[src/rtl/intpol_pkg.sv]
// Shared interpolator definitions: accumulator FSM state encoding and
// two's-complement saturation limits for an arbitrary width.
package intpol_pkg;

    typedef enum logic {
        ST_ACCUM = 1'b0,
        ST_HOLD  = 1'b1
    } acc_state_e;

    // Largest positive value representable in a signed field of 'width' bits.
    function automatic logic signed [63:0] sat_max(input int width);
        return (64'sd1 <<< (width - 1)) - 64'sd1;
    endfunction

    // Most negative value representable in a signed field of 'width' bits.
    function automatic logic signed [63:0] sat_min(input int width);
        return -(64'sd1 <<< (width - 1));
    endfunction

endpackage

[src/rtl/signed_block_accumulator_sat_addsub.sv]
// Saturating accumulator step: acc +/- sign-extended sample, clipped to ACC_WIDTH.
// Latency: combinational, zero cycles.
// Backpressure: none, pure datapath.
module sat_addsub
    import intpol_pkg::*;
#(
    parameter int DATA_WIDTH = 12,
    parameter int ACC_WIDTH  = 16
) (
    input  logic [ACC_WIDTH-1:0]  acc_i,
    input  logic [DATA_WIDTH-1:0] data_i,
    input  logic                  sub_i,
    output logic [ACC_WIDTH-1:0]  sum_o,
    output logic                  clip_o
);

    localparam logic signed [ACC_WIDTH:0] MAX_V = (ACC_WIDTH + 1)'(sat_max(ACC_WIDTH));
    localparam logic signed [ACC_WIDTH:0] MIN_V = (ACC_WIDTH + 1)'(sat_min(ACC_WIDTH));

    logic signed [ACC_WIDTH:0] acc_ext;
    logic signed [ACC_WIDTH:0] opd_ext;
    logic signed [ACC_WIDTH:0] opd_sgn;
    logic signed [ACC_WIDTH:0] sum_ext;

    // One guard bit is enough: |acc +/- sample| never exceeds 2^ACC_WIDTH,
    // and negating the most negative sample stays exact.
    always_comb begin
        acc_ext = {acc_i[ACC_WIDTH-1], acc_i};
        opd_ext = {{(ACC_WIDTH + 1 - DATA_WIDTH){data_i[DATA_WIDTH-1]}}, data_i};
        opd_sgn = sub_i ? -opd_ext : opd_ext;
        sum_ext = acc_ext + opd_sgn;
        clip_o  = 1'b0;
        sum_o   = sum_ext[ACC_WIDTH-1:0];
        if (sum_ext > MAX_V) begin
            sum_o  = MAX_V[ACC_WIDTH-1:0];
            clip_o = 1'b1;
        end else if (sum_ext < MIN_V) begin
            sum_o  = MIN_V[ACC_WIDTH-1:0];
            clip_o = 1'b1;
        end
    end

endmodule

[src/rtl/signed_block_accumulator.sv]
// Sums blocks of ACC_LEN signed samples (add/sub per sample) with saturation.
// Latency: result registered on the ACC_LEN-th accept, visible next cycle.
// Backpressure: ready_o low while a result is held; held until ready_i.
module signed_block_accumulator
    import intpol_pkg::*;
#(
    parameter int DATA_WIDTH = 12,
    parameter int ACC_WIDTH  = 16,
    parameter int ACC_LEN    = 4
) (
    input  logic                  clk_i,
    input  logic                  rstn_i,
    input  logic                  clear_i,
    input  logic [DATA_WIDTH-1:0] data_i,
    input  logic                  sub_i,
    input  logic                  valid_i,
    output logic                  ready_o,
    output logic [ACC_WIDTH-1:0]  data_o,
    output logic                  sat_o,
    output logic                  valid_o,
    input  logic                  ready_i
);

    localparam int               CNT_W    = $clog2(ACC_LEN);
    localparam logic [CNT_W-1:0] LAST_CNT = CNT_W'(ACC_LEN - 1);

    acc_state_e           state_q, state_d;
    logic [ACC_WIDTH-1:0] acc_q, acc_d;
    logic [CNT_W-1:0]     cnt_q, cnt_d;
    logic                 sat_flag_q, sat_flag_d;
    logic [ACC_WIDTH-1:0] data_q, data_d;
    logic                 sat_q, sat_d;
    logic                 valid_q, valid_d;

    logic [ACC_WIDTH-1:0] step_sum;
    logic                 step_clip;
    logic                 in_xfer;
    logic                 out_xfer;

    sat_addsub #(
        .DATA_WIDTH (DATA_WIDTH),
        .ACC_WIDTH  (ACC_WIDTH)
    ) u_sat_addsub (
        .acc_i  (acc_q),
        .data_i (data_i),
        .sub_i  (sub_i),
        .sum_o  (step_sum),
        .clip_o (step_clip)
    );

    assign ready_o  = (state_q == ST_ACCUM);
    assign in_xfer  = valid_i && ready_o;
    assign out_xfer = valid_q && ready_i;

    always_comb begin
        state_d    = state_q;
        acc_d      = acc_q;
        cnt_d      = cnt_q;
        sat_flag_d = sat_flag_q;
        data_d     = data_q;
        sat_d      = sat_q;
        valid_d    = valid_q;

        if (clear_i) begin
            state_d    = ST_ACCUM;
            acc_d      = '0;
            cnt_d      = '0;
            sat_flag_d = 1'b0;
            data_d     = '0;
            sat_d      = 1'b0;
            valid_d    = 1'b0;
        end else begin
            case (state_q)
                ST_ACCUM: begin
                    if (in_xfer) begin
                        if (cnt_q == LAST_CNT) begin
                            data_d     = step_sum;
                            sat_d      = sat_flag_q | step_clip;
                            valid_d    = 1'b1;
                            state_d    = ST_HOLD;
                            acc_d      = '0;
                            cnt_d      = '0;
                            sat_flag_d = 1'b0;
                        end else begin
                            acc_d      = step_sum;
                            cnt_d      = cnt_q + CNT_W'(1);
                            sat_flag_d = sat_flag_q | step_clip;
                        end
                    end
                end
                ST_HOLD: begin
                    if (out_xfer) begin
                        valid_d = 1'b0;
                        state_d = ST_ACCUM;
                    end
                end
                default: state_d = ST_ACCUM;
            endcase
        end
    end

    always_ff @(posedge clk_i) begin
        if (!rstn_i) begin
            state_q    <= ST_ACCUM;
            acc_q      <= '0;
            cnt_q      <= '0;
            sat_flag_q <= 1'b0;
            data_q     <= '0;
            sat_q      <= 1'b0;
            valid_q    <= 1'b0;
        end else begin
            state_q    <= state_d;
            acc_q      <= acc_d;
            cnt_q      <= cnt_d;
            sat_flag_q <= sat_flag_d;
            data_q     <= data_d;
            sat_q      <= sat_d;
            valid_q    <= valid_d;
        end
    end

    assign data_o  = data_q;
    assign sat_o   = sat_q;
    assign valid_o = valid_q;

endmodule

[config.mk]
export PLATFORM = sky130hd
export DESIGN_NAME = signed_block_accumulator
export DESIGN_NICKNAME = d
export VERILOG_FILES = /design/src/rtl/intpol_pkg.sv /design/src/rtl/signed_block_accumulator_sat_addsub.sv /design/src/rtl/signed_block_accumulator.sv
export SDC_FILE = /design/constraint.sdc
export NUM_CORES = 1
export LEC_CHECK = 0
export CAP_MARGIN = 10
export CORE_MARGIN = 1.5
export CORE_UTILIZATION = 55
export DETAILED_ROUTE_END_ITERATION = 8
export PLACE_DENSITY = 0.8
export REMOVE_ABC_BUFFERS = 1
export SYNTH_ARGS = -nofsm -noshare
export SYNTH_HDL_FRONTEND = slang
export SYNTH_SLANG_ARGS = --single-unit
[constraint.sdc]
create_clock -name clk_i -period 6.18 [get_ports clk_i]
set_input_delay 1.236 -clock clk_i [delete_from_list [all_inputs] [get_ports clk_i]]
set_output_delay 1.236 -clock clk_i [all_outputs]
set_load 0.005 [all_outputs]
# Word level (Yosys, flattened, before mapping)
# Index checks and enable logic that the tools add are counted.
# totals
register_bits	38
input_bits	18
out_inout_bits	19
# classes
n_addsub	3
n_lt_le_gt_ge	2
n_eq_ne	4
n_mux	16
bitwise	3
reduce_logical	6
# op_table
op	n
$mux W16	3
$add A16 B17 Y17	1
$gt A17 B16 Y1 const B	1
$lt A17 B16 Y1 const B	1
$mux W17	1
$neg A12 Y17	1
$mux W1	9
$ne A2 B1 Y1 const B	3
$reduce_and A3 Y1	2
$pmux W1 S2	2
$add A2 B1 Y2 const B	1
$eq A2 B2 Y1 const B	1
$logic_and A1 B1 Y1	2
$mux W2	1
$not A1 Y1	2
$reduce_and A2 Y1	1
$reduce_or A2 Y1	1
$or A1 B1 Y1	1

# Depth between registers and ports, before layout
# Gate-level depths: netlist (run 1).
# depth
depth_word	8
ltp_mapped	16
ltp_nobuf	14

# By module
# From an unflattened synthesis (run 1), not the netlist that was laid out.
# hier_totals
hier_cells	337
hier_area_um2	2726.4
# modules_own_cells
module	instances	cells_per_inst	area_per_inst_um2
signed_block_accumulator	1	171	1440.1
sat_addsub	1	166	1286.2

# Least setup slack after synthesis (run 1)
# No wires, ideal clock.
# synth_path
path_kind	input-to-reg
start	in data_i[2]
end	reg acc_q[12]
setup_ps	79
t_arrival_ps	4603
required_ps	6101
slack_ps	1498
stages	13
path_cell_list	or4_4 > or4_1 > o31a_1 > xor2_1 > ha_1 > a21o_1 > a211oi_1 > mux2i_1 > a311o_1 > nor2_2 > nand4_1 > buf_2 > o211ai_1
# synth_via
elab_chain_cells	7
word_cells_on_any_way	8
cone_classes	add/sub: 2; order compare: 2; mux: 4
# synth_lines
element	line_no	source
from (decl)	signed_block_accumulator.sv:14	input logic [DATA_WIDTH-1:0] data_i,
$neg A12 Y17	signed_block_accumulator_sat_addsub.sv:30	opd_sgn = sub_i ? -opd_ext : opd_ext;
$mux W17 *	signed_block_accumulator_sat_addsub.sv:30	
$add A16 B17 Y17 *	signed_block_accumulator_sat_addsub.sv:31	sum_ext = acc_ext + opd_sgn;
$lt A17 B16 Y1	signed_block_accumulator_sat_addsub.sv:37	end else if (sum_ext < MIN_V) begin
$mux W16	signed_block_accumulator_sat_addsub.sv:37	
$mux W16 *	signed_block_accumulator_sat_addsub.sv:34	if (sum_ext > MAX_V) begin
$mux W16 *	signed_block_accumulator.sv:76	if (cnt_q == LAST_CNT) begin
to (signal assigned)	signed_block_accumulator.sv:105	acc_q <= '0;
to (signal assigned)	signed_block_accumulator.sv:113	acc_q <= acc_d;
to (decl)	signed_block_accumulator.sv:28	logic [ACC_WIDTH-1:0] acc_q, acc_d;
# Mark *: on every way between the ends. The rest lies on a longest branch, timed or not.
# A chain may end at the register's enable or synchronous reset.

# Worst setup path in the final report (run 1)
# layout_path
start	in data_i[2]
end	reg data_q[11], in the netlist data_o[11]
# layout_via
elab_chain_cells	6
word_cells_on_any_way	7
cone_classes	add/sub: 2; order compare: 2; mux: 3
# layout_lines
element	line_no	source
$neg A12 Y17	signed_block_accumulator_sat_addsub.sv:30	
$mux W17 *	signed_block_accumulator_sat_addsub.sv:30	
$add A16 B17 Y17 *	signed_block_accumulator_sat_addsub.sv:31	
$lt A17 B16 Y1	signed_block_accumulator_sat_addsub.sv:37	
$mux W16	signed_block_accumulator_sat_addsub.sv:37	
$mux W16 *	signed_block_accumulator_sat_addsub.sv:34	
to (signal assigned)	signed_block_accumulator.sv:116	data_q <= data_d;
to (decl)	signed_block_accumulator.sv:31	logic [ACC_WIDTH-1:0] data_q, data_d;
# Marks and branches as above.

==> run_results.csv, run 1 <==
group,metric,value,unit
run_status,outcome,"completed",
logic_synthesis,syn_inst,329,
timing,setup_ws,0.749,ns
placed_design,dp_slack,0.499,ns
die,rows,25,
worst_setup_path,crit_slowest_cell,"or4_4",
placed_design,place_inst,410,
timing,setup_viol,0,
die,pin_count,37,
route,drt-wirelength-per-cell,16.3,um
cts,cts_root_buffer,"clkbuf_8",
worst_setup_path,rrSetupSlack,3.12,ns
worst_hold_path,hp-start,"cnt_q[1]$_SDFFE_PP0P_",
logic_synthesis,synth_edf_count,0,
global_routing,grt.busiest_layer,"met2",
worst_hold_path,hold_path.class,"reg -> reg",
logic_synthesis,syn_avg_cell_area,8.09,um^2
logic_synthesis,synthDistinctLibCells,58,
logic_synthesis,yosysSeqAreaShare,28.6,%
global_routing,grt_use_met3,4.44,%
global_routing,grt.met1_usage,33.9,%
placed_design,port_buffers,36,
route,viasPerCell,6.26,
cts,postCtsSetupBuffers,0,
worst_setup_path,path_class,"in -> reg",
die,fp.dieArea,0.00526,mm^2
worst_hold_path,min_path_cells,2,
timing,rsz0062_at_grt,"no",
worst_setup_path,worstPathCellList,"clkdlybuf4s50_1 > or4_4 > or4_1 > o31a_1 > xor2_1 > ha_1 > a21o_1 > a211oi_1 > mux2i_1 > a311o_1 > nor2_2 > nand4_2 > o311ai_0",
worst_setup_path,required,6.37,ns
finish,utilization,68.2,%
timing,fin_crit_sh,87.9,%
global_routing,grt_max_degree,27,
route,ant_nets,0,
worst_setup_path,critPathTopFamily,"simple AND/OR/NAND/NOR gates",
cts,h-tree-depth,2,
finish,antennaDiodeCount,0,
cts,cts_tree,"built",
timing,slew_violations,0,
flow_run,cap_violations,0,
finish,final_nets,401,
worst_setup_path,r2r-start,"acc_q[0]$_SDFFE_PP0P_",
global_routing,antenna_found_initial,0,
worst_setup_path,crit_fanout,15,
global_routing,gr-usage-met2,46.3,%
timing,fin_setup_tns,0,ns
finish,fin_area,0.00320,mm^2
cts,cts_made_buffers,5,
die,initial_core_util,56.7,%
global_routing,grt_usage,26.9,%
placed_design,placed_cell_area,0.00305,mm^2
timing,clock.fmax,184,MHz
finish,drive_above_1_share,6.85,%
worst_setup_path,cp-end-kind,"register",
logic_synthesis,synth_async_sr_flop_share,0,%
power,powerDensity,240,mW/mm^2
timing,slew_headroom,22.8,%
cts,clk_pin_slew,0.09,ns
route,drt-pass1-iter-count,4,
worst_hold_path,hold_end,"cnt_q[1]$_SDFFE_PP0P_",
die,fp.dieW,72.6,um
logic_synthesis,netlist_area,0.00266,mm^2
global_routing,grt_pass1_wl,11.1,mm
placed_design,dp_hpwl,5.07,mm
timing,finClkSkew,0.00868,ns
die,design.core.area,0.00469,mm^2
power,vdd.ir_drop.worst,0.189,mV
global_routing,overflow,0,
timing,worst_pin_slew,1.15,ns
logic_synthesis,yosysWarnings,0,
route,totalWireLength,6.84,mm
worst_setup_path,r2r-end,"data_o[11]$_SDFFE_PP0P_",
finish,syn_to_final_growth,20.2,%
worst_setup_path,critPathLaunchType,"primary input",
cts,clock_sinks,38,
cts,clkLatencyLatePin,0.30,ns
worst_setup_path,cpPeakStageDelay,0.59,ns
global_routing,grt_pass1_vias,2401,
logic_synthesis,ys_ff_latch,38,
worst_setup_path,crit_buf_inv,1,
route,drc,0,
timing,period_needed,5.43,ns
worst_setup_path,r2r_cells,10,
logic_synthesis,ys.flop_type,"dfxtp_1",
timing,timing.final.hold_violations,0,
power,power_leakage,1.25,nW
die,die_h,72.6,um
placed_design,place.gp.congestion,0.901,
cts,clockBufferDepth,2,
route,drt-initial-drc-count,210,
worst_setup_path,crit_arrival,5.62,ns
cts,cts_hold_buf,0,
cts,cts-resized-gates,0,
route,via_count,2624,
finish,final_cells,419,
-- synth_stat cells, types with 2 or more instances --
library cell / instances / area share [%]
o31ai_1: 4 / 1.1
inv_1: 12 / 1.7
ha_1: 18 / 8.5
nand2b_1: 8 / 1.9
a211oi_1: 4 / 1.1
xnor2_1: 14 / 4.6
nor2b_1: 3 / 0.71
o311ai_0: 6 / 2.0
nor3_1: 5 / 0.94
or2_2: 2 / 0.47
dfxtp_1: 38 / 29
o21ai_0: 17 / 3.2
nand2_1: 62 / 8.7
o211ai_1: 19 / 5.4
nand3b_1: 2 / 0.56
a21o_1: 6 / 1.7
nor2_1: 13 / 1.8
a21oi_1: 18 / 3.4
o311ai_1: 6 / 2.0
xor2_1: 8 / 2.6
or3_1: 4 / 0.94
nand3_1: 12 / 2.3
and3_1: 2 / 0.47
a22oi_1: 2 / 0.56
buf_2: 2 / 0.38
clkbuf_1: 8 / 1.1
a31oi_1: 3 / 0.71
-- per-stage QoR --
step	power [W]	hold slack, ns
6_report	0.000767	0.468
5_1_grt	0.000800	0.497
4_1_cts	0.000763	0.469
3_5_place_dp	0.000504	0.457
3_3_place_gp	0.000500	0.445
2_1_floorplan	0.000440	0.440
-- cells by family after synthesis --
logic type	synth area share [%]
mux	0.376
fa+ha+maj	9.22
compound gates	28.0
flops	28.6
buf+inv	3.90
simple gates	22.1
xor+xnor	7.85
-- how the worst max path moves through the flow --
stage              start  slack [ns]                 endpoint  depth (start not counted)
2_1_floorplan  data_i[2]        1.38    acc_q[2]$_SDFFE_PP0P_                         12
3_3_place_gp   data_i[2]        0.65   data_o[2]$_SDFFE_PP0P_                         13
3_5_place_dp   data_i[2]        0.50  data_o[11]$_SDFFE_PP0P_                         13
4_1_cts        data_i[2]        0.79  data_o[11]$_SDFFE_PP0P_                         13
5_1_grt        data_i[2]        0.60  data_o[11]$_SDFFE_PP0P_                         13
6_report       data_i[2]        0.75  data_o[11]$_SDFFE_PP0P_                         13
-- power breakdown --
part	internal, W	switching [W]	leakage, nW
logic	0.0000948	0.000148	0.878
registers	0.000256	0.00000731	0.308
clock network	0.000162	0.0000990	0.0683
-- worst min-delay path, stage by stage (launching register included) --
cell	delay (ns)
dfxtp_1	0.32
nand2_1	0.05
a21oi_1	0.05
-- per-layer routing --
metal | wire length [um] | up-vias
met4 | 149 | 0
met1 | 2860 | 1236
met2 | 3370 | 90
met3 | 459 | 16
li1 | - | 1282
met5 | 0 | -
-- flip-flops by register name, summed over array words and instances, names as in the netlist --
register / cells
state_q: 1
valid_o: 1
sat_flag_q: 1
sat_o: 1
cnt_q: 2
acc_q: 16
data_o: 16
-- cell type report --
cell class              count  area (um^2)
clock inverters             3         68.8
inverters                  12         45.0
well taps                  54         67.6
multi-input cells         267         1800
fillers                   388         1490
flip-flops and latches     38          761
clock buffers               5         68.8
repair buffers             40          390
-- placed cells by master (no fill, tap or decap), types with 2 or more instances in the layout --
cell and n:
a211oi_1 4, a21o_1 6, a21oi_1 18, a22oi_1 2, a31oi_1 3, and3_1 2, buf_4 4, bufinv_16 2
clkbuf_8 5, clkdlybuf4s50_1 36, dfxtp_1 38, ha_1 18, inv_1 12, nand2_1 62, nand2b_1 8, nand3_1 12
nand3b_1 2, nor2_1 13, nor2b_1 3, nor3_1 5, o211ai_1 19, o21ai_0 17, o311ai_0 6, o311ai_1 6
o31ai_1 4, or2_2 2, or3_1 4, xnor2_1 14, xor2_1 8
Note: power is estimated with default switching activity, not from simulation.
==> run 2, diff against run 1 <==
Settings changed: SKIP_CTS_REPAIR_TIMING set to 1.
==> results of run 2 <==
The final DEF is identical to that of run 1; final timing and power are the same.
==> run 3, diff against run 2 <==
Settings changed: CTS_BUF_LIST set to sky130_fd_sc_hd__clkbuf_8, CTS_CLUSTER_SIZE set to 8, DONT_BUFFER_PORTS set to 1, PLACE_DENSITY 0.8 to 0.7.
==> run 3 against run 2 <==
Via count shrank 9.1%. Sequential power barely moved. Non-clock buffer count is 39 lower. Critical path type unchanged. Setup slack improved by 0.42 ns. Wire length down 9.0%. Clock skew is 0.0014 ns lower. Worst hold slack better by 0.0019 ns. Combinational power shrank 8.6%. Die area unchanged. Maximum frequency grew 8.3%.
==> run_results.csv, run 3 (synthesis gave the netlist of run 1 again) <==
group,metric,value,unit
run_status,outcome,"completed",
placed_design,place_inst,372,
finish,final_nets,362,
route,viasPerCell,6.31,
power,p_clk_share,25.7,%
route,via_count,2386,
placed_design,port_buffers,0,
worst_hold_path,hold_path.class,"reg -> reg",
timing,period_needed,5.01,ns
worst_setup_path,required,6.36,ns
power,p_seq_share,40.4,%
finish,drive_above_1_share,6.17,%
cts,cts_root_buffer,"clkbuf_8",
power,power_leakage,1.08,nW
timing,timing.final.hold_violations,0,
finish,syn_to_final_growth,3.71,%
finish,final_cells,378,
route,drt-wirelength-per-cell,16.5,um
cts,cts_made_buffers,5,
power,netSwitchingFraction,35.1,%
route,totalWireLength,6.22,mm
cts,clkLatencyLatePin,0.29,ns
timing,clock.fmax,199,MHz
power,p_int,0.000425,W
worst_setup_path,cpPeakStageDelay,0.59,ns
route,drt-initial-drc-count,173,
worst_setup_path,critPathLaunchType,"primary input",
worst_setup_path,crit_buf_inv,0,
worst_setup_path,cp-end-kind,"register",
worst_setup_path,crit_slowest_cell,"nand4_1",
cts,clock_sinks,38,
timing,fin_setup_tns,0,ns
global_routing,grt_pass1_vias,2120,
finish,layout_commonest_cell,"nand2_1",
power,p_sw,0.000229,W
power,combPwrFrac,33.9,%
cts,h-tree-depth,2,
global_routing,grt_pass1_wl,10.1,mm
placed_design,dp_slack,0.857,ns
power,vdd.ir_drop.worst,0.124,mV
finish,final.fill_count,438,
finish,antennaDiodeCount,0,
die,pin_count,37,
die,initial_core_util,56.7,%
worst_setup_path,path_class,"in -> reg",
global_routing,grt_max_degree,27,
global_routing,grt_usage,24.7,%
worst_setup_path,worstPathCellList,"or4_4 > or4_1 > o31a_1 > xor2_1 > ha_1 > a21o_1 > a211oi_1 > mux2i_1 > a311o_1 > nor2_2 > nand4_1 > o311ai_0",
worst_setup_path,critPathTopFamily,"simple AND/OR/NAND/NOR gates",
timing,rsz0062_at_grt,"no",
cts,clockBufferDepth,2,
timing,slew_violations,0,
timing,worst_pin_slew,1.11,ns
placed_design,place.gp.congestion,0.849,
route,drc,0,
timing,finClkSkew,0.00733,ns
timing,setup_viol,0,
die,rows,25,
cts,cts_tree,"built",
die,die_h,72.6,um
timing,fin_crit_sh,81.1,%
global_routing,antenna_found_initial,0,
route,drt-pass1-iter-count,4,
die,design.core.area,0.00469,mm^2
die,fp.dieArea,0.00526,mm^2
finish,layout_common_cells,"62 x nand2_1, 38 x dfxtp_1, 19 x o211ai_1",
power,powerDensity,237,mW/mm^2
cts,clk_pin_slew,0.07,ns
route,ant_nets,0,
flow_run,cap_violations,0,
worst_setup_path,crit_arrival,5.19,ns
worst_setup_path,crit_fanout,15,
timing,slew_headroom,25.5,%
die,fp.dieW,72.6,um
placed_design,dp_hpwl,4.77,mm
global_routing,overflow,0,
timing,setup_ws,1.17,ns
==> run 3: changes by cell type in the layout (fill, tap and decap cells not counted), sizes merged <==
| cell | before | now |
|---|---|---|
| clkdlybuf4s50 | 36 | 0 |
| clkinv | 1 | 0 |
| clkbuf | 5 | 6 |
| bufinv | 2 | 0 |
| buf | 4 | 1 |
==> run 3: routing by layer <==
layer	share of wire (%)	vias up	wire length (um)	global-route usage, %
met3	3.6	11	226	4.44
li1	-	1205	-	-
met5	0	-	0	0
met1	46	1123	2870	33.4
met2	48	47	3000	40.0
met4	1.9	0	121	7.55
==> run 3: layout make-up <==
cell class	instances	area, um^2	area share, %
Multi-Input combinational cell	267	1800	65.1
Sequential cell	38	761	27.6
Timing Repair Buffer	1	7.51	0.272
Inverter	12	45.0	1.63
Tap cell	54	67.6	2.45
Clock buffer	6	82.6	2.99
==> run 3: final timing paths <==
check / startpoint / to / slack [ns] / depth (start not counted)
min reg2reg: sat_flag_q$_SDFFE_PP0P_ / sat_flag_q$_SDFFE_PP0P_ / 0.47 / 2
max reg2reg: acc_q[0]$_SDFFE_PP0P_ / acc_q[3]$_SDFFE_PP0P_ / 2.86 / 10
min: sat_flag_q$_SDFFE_PP0P_ / sat_flag_q$_SDFFE_PP0P_ / 0.47 / 2
max: data_i[2] / acc_q[3]$_SDFFE_PP0P_ / 1.17 / 12
==> run 3: power by group through the flow <==
stage | sequential (W) | clock, W | combinational (W)
floorplan | 0.000267 | 0 | 0.000173
global route | 0.000266 | 0.000182 | 0.000246
CTS | 0.000264 | 0.000170 | 0.000221
detailed placement | 0.000270 | 0 | 0.000220
global placement | 0.000270 | 0 | 0.000217
finish | 0.000264 | 0.000168 | 0.000222
==> run 3: per-stage QoR <==
step	utilization (%)	power (W)	cell area [um^2]	hold WS, ns
after global placement	57.1	0.000487	2680	0.448
after detailed placement	57.1	0.000489	2680	0.465
after global routing	58.8	0.000693	2760	0.508
after CTS	58.8	0.000656	2760	0.473
final	58.8	0.000654	2760	0.470
after floorplan	-	0.000440	2600	0.440
==> run 3: tightest hold or removal path, stage by stage, from the launching register on <==
cell and delay (ns):
dfxtp_1 0.32, inv_1 0.05, a31oi_1 0.06
